<file path="config.mk">
export PLATFORM = sky130hd
export DESIGN_NAME = led_shift_ctrl
export DESIGN_NICKNAME = d
export VERILOG_FILES = /design/src/rtl/led_shift_ctrl.sv
export SDC_FILE = /design/constraint.sdc
export NUM_CORES = 1
export LEC_CHECK = 0
export CORE_MARGIN = 2
export CORE_UTILIZATION = 45
export DETAILED_ROUTE_END_ITERATION = 10
export MAX_ROUTING_LAYER = met4
export PLACE_DENSITY = 0.77
export SLEW_MARGIN = 20
export SYNTH_ARGS = -nofsm -noshare
export SYNTH_HDL_FRONTEND = slang
export SYNTH_SLANG_ARGS = --single-unit
</file>
<file path="constraint.sdc">
create_clock -name clk -period 2 [get_ports clk]
set_input_delay 0.4 -clock clk [delete_from_list [all_inputs] [get_ports clk]]
set_output_delay 0.4 -clock clk [all_outputs]
set_load 0.01 [all_outputs]
</file>
<file path="src/rtl/led_shift_ctrl.sv">
// Serial frame sequencer for a 74HC595-style shift-register chain: on each
// sync edge it captures a parallel word, shifts it out with sclk, then pulses latch.
module led_shift_ctrl #(
    parameter int WIDTH       = 16,
    parameter int HALF_PERIOD = 2,
    parameter bit MSB_FIRST   = 1'b1
) (
    input  logic             clk,
    input  logic             rst_n,
    input  logic             sync_tick,
    input  logic             enable,
    input  logic [WIDTH-1:0] data,
    output logic             busy,
    output logic             done,
    output logic             miss,
    output logic             sclk,
    output logic             sdo,
    output logic             latch,
    output logic             clr_n
);

    localparam int PW = (HALF_PERIOD > 1) ? $clog2(HALF_PERIOD) : 1;
    localparam int BW = (WIDTH > 1) ? $clog2(WIDTH) : 1;

    localparam logic [PW-1:0] PH_LAST  = PW'(HALF_PERIOD - 1);
    localparam logic [BW-1:0] BIT_LAST = BW'(WIDTH - 1);

    typedef enum logic [2:0] {
        IDLE    = 3'd0,
        SHIFT_L = 3'd1,
        SHIFT_H = 3'd2,
        LATCH   = 3'd3,
        DONE    = 3'd4
    } state_t;

    state_t           state;
    logic             sync_d;
    logic [WIDTH-1:0] shreg;
    logic [WIDTH-1:0] shreg_nxt;
    logic [BW-1:0]    bit_cnt;
    logic [PW-1:0]    phase;
    logic             start;
    logic             ph_last;
    logic             first_bit;
    logic             next_bit;

    assign start   = sync_tick & ~sync_d;
    assign ph_last = (phase == PH_LAST);

    // Shift toward the output end; the exposed bit is what sdo shows next.
    always_comb begin
        shreg_nxt = '0;
        first_bit = 1'b0;
        next_bit  = 1'b0;
        if (MSB_FIRST) begin
            shreg_nxt = {shreg[WIDTH-2:0], 1'b0};
            first_bit = data[WIDTH-1];
            next_bit  = shreg[WIDTH-2];
        end else begin
            shreg_nxt = {1'b0, shreg[WIDTH-1:1]};
            first_bit = data[0];
            next_bit  = shreg[1];
        end
    end

    always_ff @(posedge clk or negedge rst_n) begin
        if (!rst_n) begin
            state   <= IDLE;
            sync_d  <= 1'b0;
            shreg   <= '0;
            bit_cnt <= '0;
            phase   <= '0;
            busy    <= 1'b0;
            done    <= 1'b0;
            miss    <= 1'b0;
            sclk    <= 1'b0;
            sdo     <= 1'b0;
            latch   <= 1'b0;
            clr_n   <= 1'b0;
        end else begin
            sync_d <= sync_tick;
            clr_n  <= 1'b1;
            done   <= 1'b0;
            // Any sync edge while a frame is in flight (DONE included) is dropped.
            miss   <= start && (state != IDLE);

            case (state)
                IDLE: begin
                    sclk  <= 1'b0;
                    sdo   <= 1'b0;
                    latch <= 1'b0;
                    busy  <= 1'b0;
                    if (start && enable) begin
                        shreg   <= data;
                        bit_cnt <= '0;
                        phase   <= '0;
                        sdo     <= first_bit;
                        busy    <= 1'b1;
                        state   <= SHIFT_L;
                    end
                end

                SHIFT_L: begin
                    if (ph_last) begin
                        phase <= '0;
                        sclk  <= 1'b1;
                        state <= SHIFT_H;
                    end else begin
                        phase <= phase + 1'b1;
                    end
                end

                SHIFT_H: begin
                    if (ph_last) begin
                        phase <= '0;
                        sclk  <= 1'b0;
                        if (bit_cnt == BIT_LAST) begin
                            sdo   <= 1'b0;
                            latch <= 1'b1;
                            state <= LATCH;
                        end else begin
                            shreg   <= shreg_nxt;
                            bit_cnt <= bit_cnt + 1'b1;
                            sdo     <= next_bit;
                            state   <= SHIFT_L;
                        end
                    end else begin
                        phase <= phase + 1'b1;
                    end
                end

                LATCH: begin
                    if (ph_last) begin
                        phase <= '0;
                        latch <= 1'b0;
                        done  <= 1'b1;
                        state <= DONE;
                    end else begin
                        phase <= phase + 1'b1;
                    end
                end

                DONE: begin
                    busy  <= 1'b0;
                    state <= IDLE;
                end

                default: begin
                    state <= IDLE;
                    busy  <= 1'b0;
                    sclk  <= 1'b0;
                    sdo   <= 1'b0;
                    latch <= 1'b0;
                end
            endcase
        end
    end

endmodule

</file>
[Word level (Yosys, flattened, before mapping)]
Cells that the tools add are included.
Word-level totals
  output and inout bits: 7
  input port bits: 20
  word-level logic and storage cells: 77
  bits in registers: 31
Operators by class
  equality and inequality tests: 11
  reductions and logical operators: 16
  mux-type cells: 31
  $add $sub $neg: 2
  bitwise operators: 5
Operators with widths (count)
  $mux W15: 3
  $pmux W15 S2: 1
  $mux W1: 12
  $mux W3: 4
  $mux W4: 3
  $ne A2 B2 Y1 const B: 6
  $pmux W3 S4: 1
  $reduce_and A4 Y1: 3
  $pmux W1 S3: 3
  $pmux W4 S2: 1
  $eq A3 B2 Y1 const B: 2
  $reduce_or A3 Y1: 2
  $add A4 B1 Y4 const B: 1
  $eq A4 B4 Y1 const B: 1
  $not A1 Y1: 4
  $pmux W1 S2: 2
  $reduce_and A2 Y1: 2
  $reduce_bool A2 Y1: 2
  $reduce_or A2 Y1: 2
  $eq A3 B1 Y1 const B: 1
  $eq A3 B3 Y1 const B: 1
  $logic_not A3 Y1: 1
  $reduce_and A3 Y1: 1
  $reduce_bool A3 Y1: 1
  other kinds (4): 5

[Logic depth before layout (Yosys ltp)]
  depth in word-level cells: 5
  depth in mapped cells: 6
  gate-level depth less buffers: 5

[Worst setup path before layout]
Ideal clock, no wire load.
  kind: register to register
  from: reg state[1]
  to: reg shreg[0]
  clock period less this slack: 1.334 ns
  setup time: 0.122 ns
  path buffers: 2
  path slack: 0.666 ns
  required time: 1.878 ns
  data arrival time: 1.213 ns
  cell stages (with the launch flop): 6
  cell sequence: dfrtp_1 > buf_2 > and4bb_4 > a22oi_4 > buf_6 > a32o_1
On the way
  cells in the longest elaborated chain, start to end: 3
  elaborated cells between the ends (all ways): 8
  those cells by class: eq/ne: 4; mux: 1; reduce/logical: 3
Ends and longest elaborated chain
  from (decl): line 36  | state_t state;
  from (signal assigned): line 68  | state <= IDLE;
  from (signal assigned): line 99  | state <= SHIFT_L;
  from (signal assigned): line 107  | state <= SHIFT_H;
  $eq A3 B2 Y1 / $logic_not A3 Y1 (equally long branches): line 87  | case (state)
  $ne A2 B2 Y1 (no source line) / $reduce_bool A2 Y1 (equally long branches)
  $reduce_and A4 Y1 (no source line)
  to (signal assigned): line 94  | shreg <= data;
  to (signal assigned): line 122  | shreg <= shreg_nxt;
  to (decl): line 38  | logic [WIDTH-1:0] shreg;
Several ways; a longest one is shown, not always the timed one.
A chain may end at the register's enable or synchronous reset.

[Worst setup path in the final report]
  from: reg state[0]
  to: reg shreg[11]
The elaborated chain is that of the path after synthesis.

==> results.yml <==
synthesis:
  yosysTopAreaCellShare_pct: 50.74
  syn_area_um2: 1529
  ys.flop_type: "dfrtp_1"
  syn_nets: 163
  synthArstFlopShare_pct: 100.0
  ys_types: 38
  yosysWarnings: 0
  synth_top_area_cell: "dfrtp_1"
  yosysMostFrequentCell: "dfrtp_1"
  synthCells: 142
  syn_avg_cell_area_um2: 10.77
  synth_edf_count: 0
  ys_top_cells_by_area: "dfrtp_1 (51%), mux2i_1 (9.2%), nand2_1 (5.4%)"
  ys_ff_latch: 31
  seq_area_frac_synth_pct: 50.74
  synth_commonest_cells: "dfrtp_1 (31), nand2_1 (22), mux2i_1 (14)"
routing:
  drt_wl_total_um: 2889
  dr.pass1.iters: 4
  wl_per_cell_um: 13.38
  drtAntennaViolNets: 0
  viasPerCell: 5.148
  route.detailed.drc: 0
  route.vias.total: 1112
  drt-initial-drc-count: 52
cts:
  cts_tree: "built"
  post_cts_buffers: 0
  hold_buffers: 0
  cts_buffers: 5
  clock_latency_ns: 0.32
  cts_max_level: 2
  clk_pin_slew_ns: 0.10
  cts_buffer_depth: 2
  cts_sinks: 31
  cts-root-buf: "clkbuf_4"
  cts_resized: 0
worst_setup_path:
  reg2regPathDepth: 5
  crit_path_start_kind: "flip-flop"
  end_kind: "flip-flop"
  arrival_ns: 1.90
  critPathMaxFanout: 14
  crit_required_ns: 2.21
  path_class: "reg -> reg"
placed_design:
  gp_congestion: 0.7843
  dp_hpwl_um: 2082
  io_buffers: 26
layout:
  diodes: 0
  multi_input_area_um2: 671.9
  nets: 191
  area_growth_pct: 23.24
  drive_gt1_share_pct: 10.00
  fill_cells: 307
  seqCellArea_um2: 775.7
global_routing:
  overflow: 0
  grt_pass1_wl_um: 5223
  grt_max_degree: 32
  antenna_found_initial: 0
  grt_pass1_vias: 1118
  track_usage_pct: 17.67
status:
  outcome: "finished, final reports clean"
timing:
  fmax_mhz: 591.1
  final.setup_skew_ns: 0.01403
  drv_slew: 0
  hold_violations: 0
  period_needed_ns: 1.692
  fin_crit_sh_pct: 84.59
  setup_violations: 0
  rsz0062_at_grt: "no"
  fin_tns_setup_ns: 0
pwr:
  internal_power_mw: 1.502
  totalPowerFinal_mw: 2.345
  clkPwrFrac_pct: 15.2
  p_switching_uw: 843.1
  seq_power_share_pct: 46.2
  pwr-share-comb_pct: 38.6
  irDropWorstVdd_uv: 676.5
  power_density_nw_per_um2: 1245
  power.share.switching_pct: 35.95
  power.leakage_nw: 0.8076
floorplanning:
  coreArea_um2: 3311
  die_h_um: 62.29
  die_x_um: 62.29
  dieArea_um2: 3880
  ios: 27
  start_util_pct: 46.18
  num_rows: 21
run:
  maxCapViolations: 0
min_path:
  hold_path_depth: 1
  hold_path.class: "reg -> reg"
-- worst max-delay path: stages (launching register included) --
cell and delay, ns:
dfrtp_1 0.54, nor2_4 0.21, and2_1 0.35, buf_12 0.19
mux2i_1 0.21, o21ai_1 0.07
-- worst paths after layout --
check | from | to | slack (ns)
setup / recovery | state[0]$_DFFE_PN0P_ | shreg[11]$_DFFE_PN0P_ | 0.31
min in group asynchronous | rst_n | state[0]$_DFFE_PN0P_ | 0.47
hold reg to reg | sync_d$_DFF_PN0_ | miss$_DFF_PN0_ | 0.45
hold / removal | sync_d$_DFF_PN0_ | miss$_DFF_PN0_ | 0.45
max in group asynchronous | rst_n | bit_cnt[2]$_DFFE_PN0P_ | 1.24
setup reg to reg | state[0]$_DFFE_PN0P_ | shreg[11]$_DFFE_PN0P_ | 0.31
-- stage by stage --
stage | hold WS (ns) | instance area (um^2) | instances | util, % | setup slack, ns
after floorplan | 0.1044 | 1529 | 142 | - | 0.6655
after global routing | 0.4887 | 1884 | 216 | 56.92 | 0.1690
final | 0.4543 | 1884 | 216 | 56.92 | 0.3081
after global placement | 0.4365 | 1828 | 209 | 55.22 | 0.2472
after CTS | 0.4581 | 1884 | 216 | 56.92 | 0.2826
after detailed placement | 0.4393 | 1828 | 209 | 55.22 | 0.2008
-- flip-flops by register name, indices dropped and copies added, names as in the netlist --
signal,flops
latch,1
state,3
ph_last,1
clr_n,1
sync_d,1
done,1
shreg,15
sclk,1
bit_cnt,4
sdo,1
busy,1
miss,1
-- cells by family (layout without fill, tap and decap cells) --
logic type / count (synthesis) / in the layout / synth area share, %
buffers and inverters: 10 / 38 / 5.319
flip-flops: 31 / 31 / 50.74
multiplexers: 14 / 14 / 9.165
adder cells (fa/ha/maj): 1 / 1 / 0.8182
AO/OA/AOI/OAI: 39 / 39 / 17.19
other: 1 / 1 / 0.2453
AND/OR/NAND/NOR: 46 / 46 / 16.53
-- power by group through the flow --
stage / combinational [mW] / clock [mW] / sequential [mW]
after floorplan: 0.757 / 0 / 1.01
after global placement: 0.887 / 0 / 1.09
after detailed placement: 0.918 / 0 / 1.09
after CTS: 0.920 / 0.380 / 1.08
after global routing: 1.02 / 0.411 / 1.13
final: 0.905 / 0.357 / 1.08
-- cell usage in the layout (no fill, tap or decap) --
master and n:
mux2i_1 14, a21oi_1 3, o31ai_1 1, o21ai_0 9, a31oi_1 1, and3_1 1, a32oi_1 2, nor3_2 1
nand3b_1 2, clkbuf_8 1, clkinv_2 1, nand2b_1 2, nand2_1 22, o41ai_1 1, buf_12 2, clkdlybuf4s50_1 26
or2_1 1, a21o_1 4, nor2_4 1, a22o_1 2, clkbuf_4 5, and4bb_1 1, nand4_1 1, dfrtp_1 31
ha_1 1, and2_1 1, nor2b_1 2, a31o_2 1, nand3_1 3, a211oi_1 2, and4bb_4 1, conb_1 1
a32o_1 2, a22oi_4 1, buf_4 3, nor3_1 2, nor2_1 2, o21ai_1 10, nor3b_1 3
-- metal layers --
metal / wire, um / up-vias / share of wire (%) / GRT usage (%)
li1: - / 565 / - / -
met2: 1357 / 23 / 47 / 26.36
met4: 47 / 0 / 1.6 / 7.222
met1: 1325 / 519 / 46 / 21.85
met5: 0 / - / 0 / -
met3: 158 / 5 / 5.5 / 6.522
-- layout make-up --
cell class	count	area share, %
tap	46	3.054
timing repair buffer	31	17.13
sequential	31	41.17
multi-input combinational	101	35.66
clock buffer	6	2.722
clock inverter	1	0.2656
(Power assumes the default switching activity.)
